--- src/rtl/axi4lite_pkg.sv ---
// Shared types and constants for the tt_um_axi4_lite AXI4-Lite master/slave pair.
// The optional AXI4LITE_STATUS_EN build adds status bits on uo_out.
package axi4lite_pkg;

    localparam logic [1:0] OKAY   = 2'b00;
    localparam logic [1:0] SLVERR = 2'b10;

    // ui_in field positions; read and write address fields overlap on bit 2
    localparam int unsigned PIN_START_WRITE = 0;
    localparam int unsigned PIN_WADDR_LSB   = 1;
    localparam int unsigned PIN_RADDR_LSB   = 2;
    localparam int unsigned PIN_START_READ  = 4;

    typedef enum logic [2:0] {
        StIdle,
        StWReq,
        StWResp,
        StRReq,
        StRResp
    } master_state_e;

endpackage

--- src/rtl/axi4lite_if.sv ---
// Single-beat AXI4-Lite bus between the internal master FSM and the register-file slave.
interface axi4lite_if #(
    parameter int unsigned ADDR_WIDTH = 2,
    parameter int unsigned DATA_WIDTH = 8
);

    logic                    awvalid;
    logic                    awready;
    logic [ADDR_WIDTH-1:0]   awaddr;
    logic                    wvalid;
    logic                    wready;
    logic [DATA_WIDTH-1:0]   wdata;
    logic [DATA_WIDTH/8-1:0] wstrb;
    logic                    bvalid;
    logic                    bready;
    logic [1:0]              bresp;
    logic                    arvalid;
    logic                    arready;
    logic [ADDR_WIDTH-1:0]   araddr;
    logic                    rvalid;
    logic                    rready;
    logic [DATA_WIDTH-1:0]   rdata;
    logic [1:0]              rresp;

    modport master (
        output awvalid, awaddr, wvalid, wdata, wstrb, bready, arvalid, araddr, rready,
        input  awready, wready, bvalid, bresp, arready, rvalid, rdata, rresp
    );

    modport slave (
        input  awvalid, awaddr, wvalid, wdata, wstrb, bready, arvalid, araddr, rready,
        output awready, wready, bvalid, bresp, arready, rvalid, rdata, rresp
    );

endinterface

--- src/rtl/axi4lite_slave.sv ---
// AXI4-Lite register-file slave: 2**ADDR_WIDTH registers, always OKAY responses.
module axi4lite_slave
    import axi4lite_pkg::*;
#(
    parameter int unsigned ADDR_WIDTH = 2,
    parameter int unsigned DATA_WIDTH = 8
) (
    input logic       clk,
    input logic       rst_n,
    axi4lite_if.slave bus
);

    localparam int unsigned NumRegs   = 2 ** ADDR_WIDTH;
    localparam int unsigned StrbWidth = DATA_WIDTH / 8;

    logic [DATA_WIDTH-1:0] regs_q [NumRegs];
    logic                  bvalid_q;
    logic                  rvalid_q;
    logic [DATA_WIDTH-1:0] rdata_q;
    logic                  wr_hs;
    logic                  rd_hs;

    // AW and W are only taken together, and only while no response is pending
    assign bus.awready = !bvalid_q;
    assign bus.wready  = !bvalid_q;
    assign bus.arready = !rvalid_q;
    assign bus.bvalid  = bvalid_q;
    assign bus.bresp   = OKAY;
    assign bus.rvalid  = rvalid_q;
    assign bus.rdata   = rdata_q;
    assign bus.rresp   = OKAY;

    assign wr_hs = bus.awvalid && bus.wvalid && !bvalid_q;
    assign rd_hs = bus.arvalid && !rvalid_q;

    always_ff @(posedge clk or negedge rst_n) begin
        if (!rst_n) begin
            for (int i = 0; i < NumRegs; i++) begin
                regs_q[i] <= '0;
            end
            bvalid_q <= 1'b0;
            rvalid_q <= 1'b0;
            rdata_q  <= '0;
        end else begin
            if (wr_hs) begin
                for (int b = 0; b < StrbWidth; b++) begin
                    if (bus.wstrb[b]) begin
                        regs_q[bus.awaddr][8*b +: 8] <= bus.wdata[8*b +: 8];
                    end
                end
                bvalid_q <= 1'b1;
            end else if (bvalid_q && bus.bready) begin
                bvalid_q <= 1'b0;
            end

            if (rd_hs) begin
                rdata_q  <= regs_q[bus.araddr];
                rvalid_q <= 1'b1;
            end else if (rvalid_q && bus.rready) begin
                rvalid_q <= 1'b0;
            end
        end
    end

endmodule

--- src/rtl/tt_um_axi4_lite.sv ---
// TinyTapeout top: pin-driven AXI4-Lite master FSM talking to an internal register-file slave.
// Define AXI4LITE_STATUS_EN to expose busy, last response and rd_valid on uo_out[4:1].
module tt_um_axi4_lite
    import axi4lite_pkg::*;
#(
    parameter int unsigned ADDR_WIDTH = 2,
    parameter int unsigned DATA_WIDTH = 8
) (
    input  logic       clk,
    input  logic       rst_n,
    input  logic       ena,
    input  logic [7:0] ui_in,
    input  logic [7:0] uio_in,
    output logic [7:0] uio_out,
    output logic [7:0] uio_oe,
    output logic [7:0] uo_out
);

    axi4lite_if #(.ADDR_WIDTH(ADDR_WIDTH), .DATA_WIDTH(DATA_WIDTH)) bus ();

    axi4lite_slave #(.ADDR_WIDTH(ADDR_WIDTH), .DATA_WIDTH(DATA_WIDTH)) u_slave (
        .clk   (clk),
        .rst_n (rst_n),
        .bus   (bus.slave)
    );

    master_state_e         state_q, state_d;
    logic [ADDR_WIDTH-1:0] addr_q;
    logic [DATA_WIDTH-1:0] wdata_q;
    logic [DATA_WIDTH-1:0] rd_data_q;
    logic                  done_q;
    logic                  rd_valid_q;
    logic                  start_write;
    logic                  start_read;

    // Starts only count in IDLE; write wins when both are high
    assign start_write = ena && ui_in[PIN_START_WRITE];
    assign start_read  = ena && ui_in[PIN_START_READ] && !ui_in[PIN_START_WRITE];

    always_ff @(posedge clk or negedge rst_n) begin
        if (!rst_n) begin
            state_q <= StIdle;
        end else begin
            state_q <= state_d;
        end
    end

    always_comb begin
        state_d = state_q;
        unique case (state_q)
            StIdle: begin
                if (start_write) begin
                    state_d = StWReq;
                end else if (start_read) begin
                    state_d = StRReq;
                end
            end
            StWReq:  if (bus.awready && bus.wready) state_d = StWResp;
            StWResp: if (bus.bvalid) state_d = StIdle;
            StRReq:  if (bus.arready) state_d = StRResp;
            StRResp: if (bus.rvalid) state_d = StIdle;
            default: state_d = StIdle;
        endcase
    end

    always_comb begin
        bus.awvalid = (state_q == StWReq);
        bus.wvalid  = (state_q == StWReq);
        bus.bready  = (state_q == StWResp);
        bus.arvalid = (state_q == StRReq);
        bus.rready  = (state_q == StRResp);
        bus.awaddr  = addr_q;
        bus.araddr  = addr_q;
        bus.wdata   = wdata_q;
        bus.wstrb   = '1;
    end

    always_ff @(posedge clk or negedge rst_n) begin
        if (!rst_n) begin
            addr_q     <= '0;
            wdata_q    <= '0;
            rd_data_q  <= '0;
            done_q     <= 1'b0;
            rd_valid_q <= 1'b0;
        end else begin
            if (state_q == StIdle && start_write) begin
                addr_q     <= ui_in[PIN_WADDR_LSB +: ADDR_WIDTH];
                wdata_q    <= uio_in;
                done_q     <= 1'b0;
                rd_valid_q <= 1'b0;
            end else if (state_q == StIdle && start_read) begin
                addr_q <= ui_in[PIN_RADDR_LSB +: ADDR_WIDTH];
                done_q <= 1'b0;
            end else if (state_q == StWResp && bus.bvalid) begin
                done_q <= 1'b1;
            end else if (state_q == StRResp && bus.rvalid) begin
                rd_data_q  <= bus.rdata;
                rd_valid_q <= 1'b1;
                done_q     <= 1'b1;
            end
        end
    end

    assign uio_out = rd_data_q;
    assign uio_oe  = {8{rd_valid_q}};

    logic unused_pins;
    assign unused_pins = ^ui_in[7:5];

`ifdef AXI4LITE_STATUS_EN
    logic [1:0] last_resp_q;

    always_ff @(posedge clk or negedge rst_n) begin
        if (!rst_n) begin
            last_resp_q <= OKAY;
        end else if (state_q == StWResp && bus.bvalid) begin
            last_resp_q <= bus.bresp;
        end else if (state_q == StRResp && bus.rvalid) begin
            last_resp_q <= bus.rresp;
        end
    end

    assign uo_out = {3'b000, rd_valid_q, last_resp_q, (state_q != StIdle), done_q};
`else
    logic unused_resp;
    assign unused_resp = ^{bus.bresp, bus.rresp};

    assign uo_out = {7'b0000000, done_q};
`endif

endmodule

--- config.mk ---
export PLATFORM = sky130hd
export DESIGN_NAME = tt_um_axi4_lite
export DESIGN_NICKNAME = d
export VERILOG_FILES = /design/src/rtl/axi4lite_pkg.sv /design/src/rtl/axi4lite_if.sv /design/src/rtl/axi4lite_slave.sv /design/src/rtl/tt_um_axi4_lite.sv
export SDC_FILE = /design/constraint.sdc
export NUM_CORES = 1
export LEC_CHECK = 0
export CAP_MARGIN = 20
export CORE_MARGIN = 2
export CORE_UTILIZATION = 54
export CTS_CLUSTER_DIAMETER = 100
export CTS_CLUSTER_SIZE = 30
export DETAILED_ROUTE_END_ITERATION = 10
export PLACE_DENSITY = 0.8
export SYNTH_ARGS = -nofsm -noshare
export SYNTH_HDL_FRONTEND = slang
export SYNTH_SLANG_ARGS = --single-unit
--- constraint.sdc ---
create_clock -name clk -period 2.3 [get_ports clk]
set_input_delay 0.46 -clock clk [delete_from_list [all_inputs] [get_ports clk]]
set_output_delay 0.46 -clock clk [all_outputs]
set_load 0.005 [all_outputs]
==> results.cfg, run 1 <==
[status]
status = completed

[layout]
drive_gt1_frac = 0.385
antenna-diode-count = 0
utilization = 0.667
areaGrowthSynthToFinish_pct = 18.6
design.final.nets = 248
filler_cell_count = 418

[synthesis]
dominantRegCellSynth = sky130_fd_sc_hd__dfrtp_1
most_common_library_cells_after_synthesis = sky130_fd_sc_hd__dfrtp_1 (65), sky130_fd_sc_hd__mux2_2 (57), sky130_fd_sc_hd__buf_4 (16)
post-synth-top-area-fraction = 0.562
synth_cell_types = 28
async_reset_ff_frac = 1.00
yosys-top-cells-area = sky130_fd_sc_hd__dfrtp_1 (56%), sky130_fd_sc_hd__mux2_2 (22%), sky130_fd_sc_hd__mux4_2 (6.2%)
yosysMostFrequentCell = sky130_fd_sc_hd__dfrtp_1
ys_seq_elements = 65
synth-edff-count = 0
syn_area_per_cell_um2 = 14.8
syn-cell-area_um2 = 2890
synthesis.instances = 196
yosys.area.top_type = sky130_fd_sc_hd__dfrtp_1
yosys_warnings = 0
synth-seq-area-share = 0.562

[routing]
postRouteWirelength_mm = 4.87
detail-route-antenna-nets = 0
drt-vias-per-instance = 5.39
route.detailed.drc = 0
detailedRoute.firstIterationViolations = 97
vias = 1639
drt_pre_antenna_iters = 4
wl_per_cell_um = 16.0

[global_routing]
grt_pass1_vias = 1554
largest_net_degree_at_the_start_of_global_routing = 66
grt_first_pass_wirelength_mm = 8.12
antenna_found_initial = 0
grt.total_usage = 0.183
globalRoute.totalOverflow = 0

[timing]
worst_slew_pin_slew_ps = 637
period_share = 0.848
slew-limit-headroom = 0.575
maxSlewViolCount = 0
grt_setup_unrepaired = false
post-route-min-period_ps = 1950
setup-violations-final = 0
fmax_ghz = 0.513
timing_hold_violations_final = 0
tns_ps = 0
finClkSkew_ps = 4.56

[clocking]
post_cts_buffers = 0
clock_root_buffer_master = sky130_fd_sc_hd__clkbuf_8
clkSlewWorstSetupHoldPaths_ps = 60
tritoncts = yes
clock_sinks = 65
tritoncts.num_buffers = 9
cts.hold.buffers_added = 0
cts.path.max_buffers = 2
ctsHtreeMaxLevel = 3
clk_latency_ps = 330
post_cts.resized_instances = 0

[floorplan]
fp.dieW_um = 77.2
pin_count = 43
placeable_core_region_um2 = 5140
die_h_um = 77.2
floorplan.initialDensity = 0.563
floorplan.rows = 26
fp.dieArea_um2 = 5960

[placed_design]
hpwl_mm = 3.28
place_congestion = 0.703
place.port_buffers = 32

[power_and_ir_drop]
leakage_nw = 1.54
vdd_ir_drop_max_mv = 0.805
power.density_nw_per_um2 = 1170

[min_path]
hp-class = input pin to async pin

[run]
max-cap-violations = 0

[setup_path]
cp-end-kind = register
timing.setup.critical_path_class = register to register
critical_path_peak_fanout = 11
worst-endpoint-arrival_ps = 2170
critical_path.startpoint_type = register
crit_required_ps = 2520
## flip-flops by register name, indices dropped and copies added, names as in the netlist
| signal | count |
|---|---|
| u_slave.regs_q | 32 |
| bus.wdata | 8 |
| u_slave.bus.rdata | 8 |
| uio_out | 8 |
| state_q | 3 |
| addr_q | 2 |
| done_q | 1 |
| rd_valid_q | 1 |
| u_slave.bus.bvalid | 1 |
| u_slave.bus.rvalid | 1 |
## layer usage
metal | global-route usage | share of wire | vias to the layer above | routed length (µm)
met3 | 0.0506 | 0.047 | 7 | 229
met2 | 0.265 | 0.47 | 46 | 2310
li1 | - | - | 750 | -
met4 | 0.0857 | 0.019 | 0 | 95
met1 | 0.259 | 0.46 | 836 | 2240
met5 | 0 | 0 | - | 0
## area by class of cell
cell class                 instances  area [µm²]  share of cell area
sequential                        65        1630               0.474
multi-input combinational        112        1120               0.327
timing repair buffer              39         380               0.111
clock buffer                      14         173              0.0503
tap                               70        87.6              0.0255
clock inverter                     2        35.0              0.0102
inverter                           2        7.51             0.00219
## layout by cell type (no fill, tap or decap), drive strengths merged
cell type,count
a31oi,2
nor2,3
inv,2
a21oi,2
bufinv,1
o21ai,6
clkbuf,14
nand3b,4
nor3b,2
nand3,3
mux2,57
xnor2,1
and2,2
nor4b,2
conb,7
a32o,1
o2bb2ai,2
nor2b,1
nand2,5
buf,8
o21a,2
nor3,1
mux4,8
and3,1
clkdlybuf4s50,31
clkinv,1
dfrtp,65
## where the power goes
part	internal [mW]	total [mW]	switching, mW
clock	0.589	0.993	0.404
sequential	1.58	1.96	0.381
combinational	0.703	1.05	0.345
total	2.87	4.00	1.13
## worst paths after layout
check | startpoint | end | slack, ps | cells after the start
setup reg to reg | state_q[0] | u_slave.regs_q[31] | 350 | 3
min in group clk | done_q | done_q | 490 | 1
max in group asynchronous | rst_n | uio_out[0] | 1880 | 2
hold reg to reg | done_q | done_q | 490 | 1
setup / recovery | state_q[0] | u_slave.regs_q[31] | 350 | 3
hold / removal | rst_n | u_slave.bus.rvalid | 120 | 2
## logic make-up (layout without fill, tap and decap cells)
family,after synthesis,count (layout),share of synthesized area
compound gates,15,15,0.0329
xor+xnor,1,1,0.00303
buf+inv,25,57,0.0580
flops,65,65,0.562
mux,65,65,0.284
other cells,1,7,0.00130
simple gates,24,24,0.0584
## critical path: stages (launching register included)
cell                      delay [ps]
sky130_fd_sc_hd__dfrtp_1         530
sky130_fd_sc_hd__nor4b_4         370
sky130_fd_sc_hd__nor3b_4         540
sky130_fd_sc_hd__mux2_2          400
## through the flow
stage,hold slack (ps),total power [mW],instance area [µm²],cells,setup WS (ps)
floorplan,164,2.71,2920,202,665
global placement,478,2.96,3220,288,242
detailed placement,480,3.03,3220,288,201
CTS,135,4.05,3430,304,337
global route,154,4.24,3430,304,221
finish,120,4.00,3430,304,349
Power figures use the tool's default switching activity.
==> run 2: changes to the inputs <==
==> constraint.sdc (replaced) <==
create_clock -name clk -period 1.9 [get_ports clk]
set_input_delay 0.38 -clock clk [delete_from_list [all_inputs] [get_ports clk]]
set_output_delay 0.38 -clock clk [all_outputs]
set_load 0.005 [all_outputs]
==> results.cfg, run 2 (synthesized netlist as in run 1, its figures left out) <==
[timing]
tns_ps = 0
timing_hold_violations_final = 0
hold_ws_ps = 36.0
setup-violations-final = 0
maxSlewViolCount = 0
fin_ws_ps = 155
finClkSkew_ps = 4.91
grt_setup_unrepaired = false
fmax_ghz = 0.573
post-route-min-period_ps = 1750
period_share = 0.919
worst_slew_pin_slew_ps = 586
slew-limit-headroom = 0.609

[clocking]
post_cts.resized_instances = 0
clock_root_buffer_master = sky130_fd_sc_hd__clkbuf_8
clk_latency_ps = 340
tritoncts = yes
cts.hold.buffers_added = 0
clkSlewWorstSetupHoldPaths_ps = 70
post_cts_buffers = 0
clock_sinks = 65
cts.path.max_buffers = 2
tritoncts.num_buffers = 9
ctsHtreeMaxLevel = 3

[placed_design]
detailed_place.area_um2 = 3300
pre_cts_slack_ps = -10.3
place.port_buffers = 32
place_congestion = 0.710
hpwl_mm = 3.40

[global_routing]
grt.total_usage = 0.184
grt_pass1_vias = 1644
grt_first_pass_wirelength_mm = 8.21
largest_net_degree_at_the_start_of_global_routing = 66
antenna_found_initial = 0
globalRoute.totalOverflow = 0

[setup_path]
cp_cell_sequence = clkdlybuf4s50_1
timing.setup.critical_path_class = register to primary output
critical_path_peak_fanout = 9
rr_worst_depth = 4
crit_required_ps = 1520
critPathMaxStageDelay_ps = 550
critical_path.startpoint_type = register
worstReg2RegStart = state_q[1]
critical_path.n_buffers_inverters = 1
worst-endpoint-arrival_ps = 1370
critical_path.slowest_cell = sky130_fd_sc_hd__clkdlybuf4s50_1
regToRegEndpoint = uio_out[1]
cp-end-kind = primary output
worst-r2r-setup-slack_ps = 190
kind_of_cell_adding_the_most_delay_to_the_critical_path = buffers and inverters

[floorplan]
fp.dieArea_um2 = 5960
floorplan.initialDensity = 0.563
fp.dieW_um = 77.2
die_h_um = 77.2
pin_count = 43
floorplan.rows = 26
placeable_core_region_um2 = 5140

[layout]
most-common-layout-cells = sky130_fd_sc_hd__dfrtp_1 (65), sky130_fd_sc_hd__mux2_2 (57), sky130_fd_sc_hd__clkdlybuf4s50_1 (31)
utilization = 0.687
final_common_cell = sky130_fd_sc_hd__dfrtp_1
area_used_by_multi_input_combinational_logic_um2 = 1120
ff_latch_area_um2 = 1630
largest_register_ff_count = 32
antenna-diode-count = 0
areaGrowthSynthToFinish_pct = 22.1
design.final.nets = 257
drive_gt1_frac = 0.416
registers.top_by_ff_count = u_slave.regs_q
layout.cell_area.non_filler_um2 = 3530
filler_cell_count = 384

[power_and_ir_drop]
pwr-share-comb = 0.283
seq_power_share = 0.454
intPower_mw = 3.64
power.density_nw_per_um2 = 1430
vdd_ir_drop_max_mv = 0.936
clockPowerShare = 0.263
leakage_nw = 1.59
netSwitchingFraction = 0.280
power.switching_mw = 1.42

[routing]
vias = 1668
detailedRoute.firstIterationViolations = 61
postRouteWirelength_mm = 4.96
wl_per_cell_um = 15.9
detail-route-antenna-nets = 0
drt-vias-per-instance = 5.33
route.detailed.drc = 0
drt_pre_antenna_iters = 4

[status]
status = completed

[run]
max-cap-violations = 0

[min_path]
hp-class = input pin to async pin
-- run 2: cell types whose count changed in the layout (fill, tap and decap cells not counted) --
cell,previous run,this run
sky130_fd_sc_hd__buf_4,6,14
sky130_fd_sc_hd__clkbuf_1,2,0
sky130_fd_sc_hd__buf_12,1,2
sky130_fd_sc_hd__bufinv_16,1,2
sky130_fd_sc_hd__clkbuf_8,12,11
sky130_fd_sc_hd__clkinv_2,1,2
sky130_fd_sc_hd__clkinvlp_4,0,1
-- run 2: worst max-delay path by stage --
stage	slack, ps	startpoint	end	cells after the start
6_report	150	rd_valid_q	uio_oe[5]	1
5_1_grt	60	rd_valid_q	uio_oe[7]	1
4_1_cts	130	rd_valid_q	uio_oe[5]	1
3_5_place_dp	-10	ena	bus.wdata[7]	5
3_3_place_gp	-3	ena	bus.wdata[1]	5
2_1_floorplan	260	state_q[2]	u_slave.regs_q[24]	4
-- run 2: final cells by class --
class | count | share of cell area
well taps | 70 | 0.0248
clock buffers | 11 | 0.0429
flip-flops and latches | 65 | 0.461
repair buffers | 48 | 0.130
clock inverters | 5 | 0.0220
multi-input cells | 112 | 0.317
inverters | 2 | 0.00213
-- run 2: routing by layer --
metal,share of wire,vias up,global-route usage,routed length (µm)
met1,0.46,844,0.248,2280
met3,0.043,9,0.0529,215
met5,0,-,0,0
met4,0.016,0,0.0857,77
met2,0.48,44,0.275,2390
li1,-,771,-,-
-- run 2: power groups by stage --
stage	Combinational [mW]	Clock [mW]	Sequential (mW)
floorplan	1.10	0	2.18
global placement	1.39	0	2.29
detailed placement	1.45	0	2.32
CTS	1.45	1.35	2.30
global route	1.56	1.41	2.37
finish	1.43	1.33	2.30
-- run 2: per-stage QoR --
step / cells / total power, mW
detailed placement: 297 / 3.77
global route: 313 / 5.34
finish: 313 / 5.06
floorplan: 202 / 3.28
global placement: 297 / 3.68
CTS: 313 / 5.10
==> run 3: changes to the inputs <==
--- a/config.mk
+++ b/config.mk
@@ -12,6 +12,7 @@
 export CTS_CLUSTER_SIZE = 30
 export DETAILED_ROUTE_END_ITERATION = 10
 export PLACE_DENSITY = 0.8
+export SKIP_CTS_REPAIR_TIMING = 1
 export SYNTH_ARGS = -nofsm -noshare
 export SYNTH_HDL_FRONTEND = slang
 export SYNTH_SLANG_ARGS = --single-unit
==> results of run 3 <==
No change in the layout: final DEF, timing and power equal those of run 2.
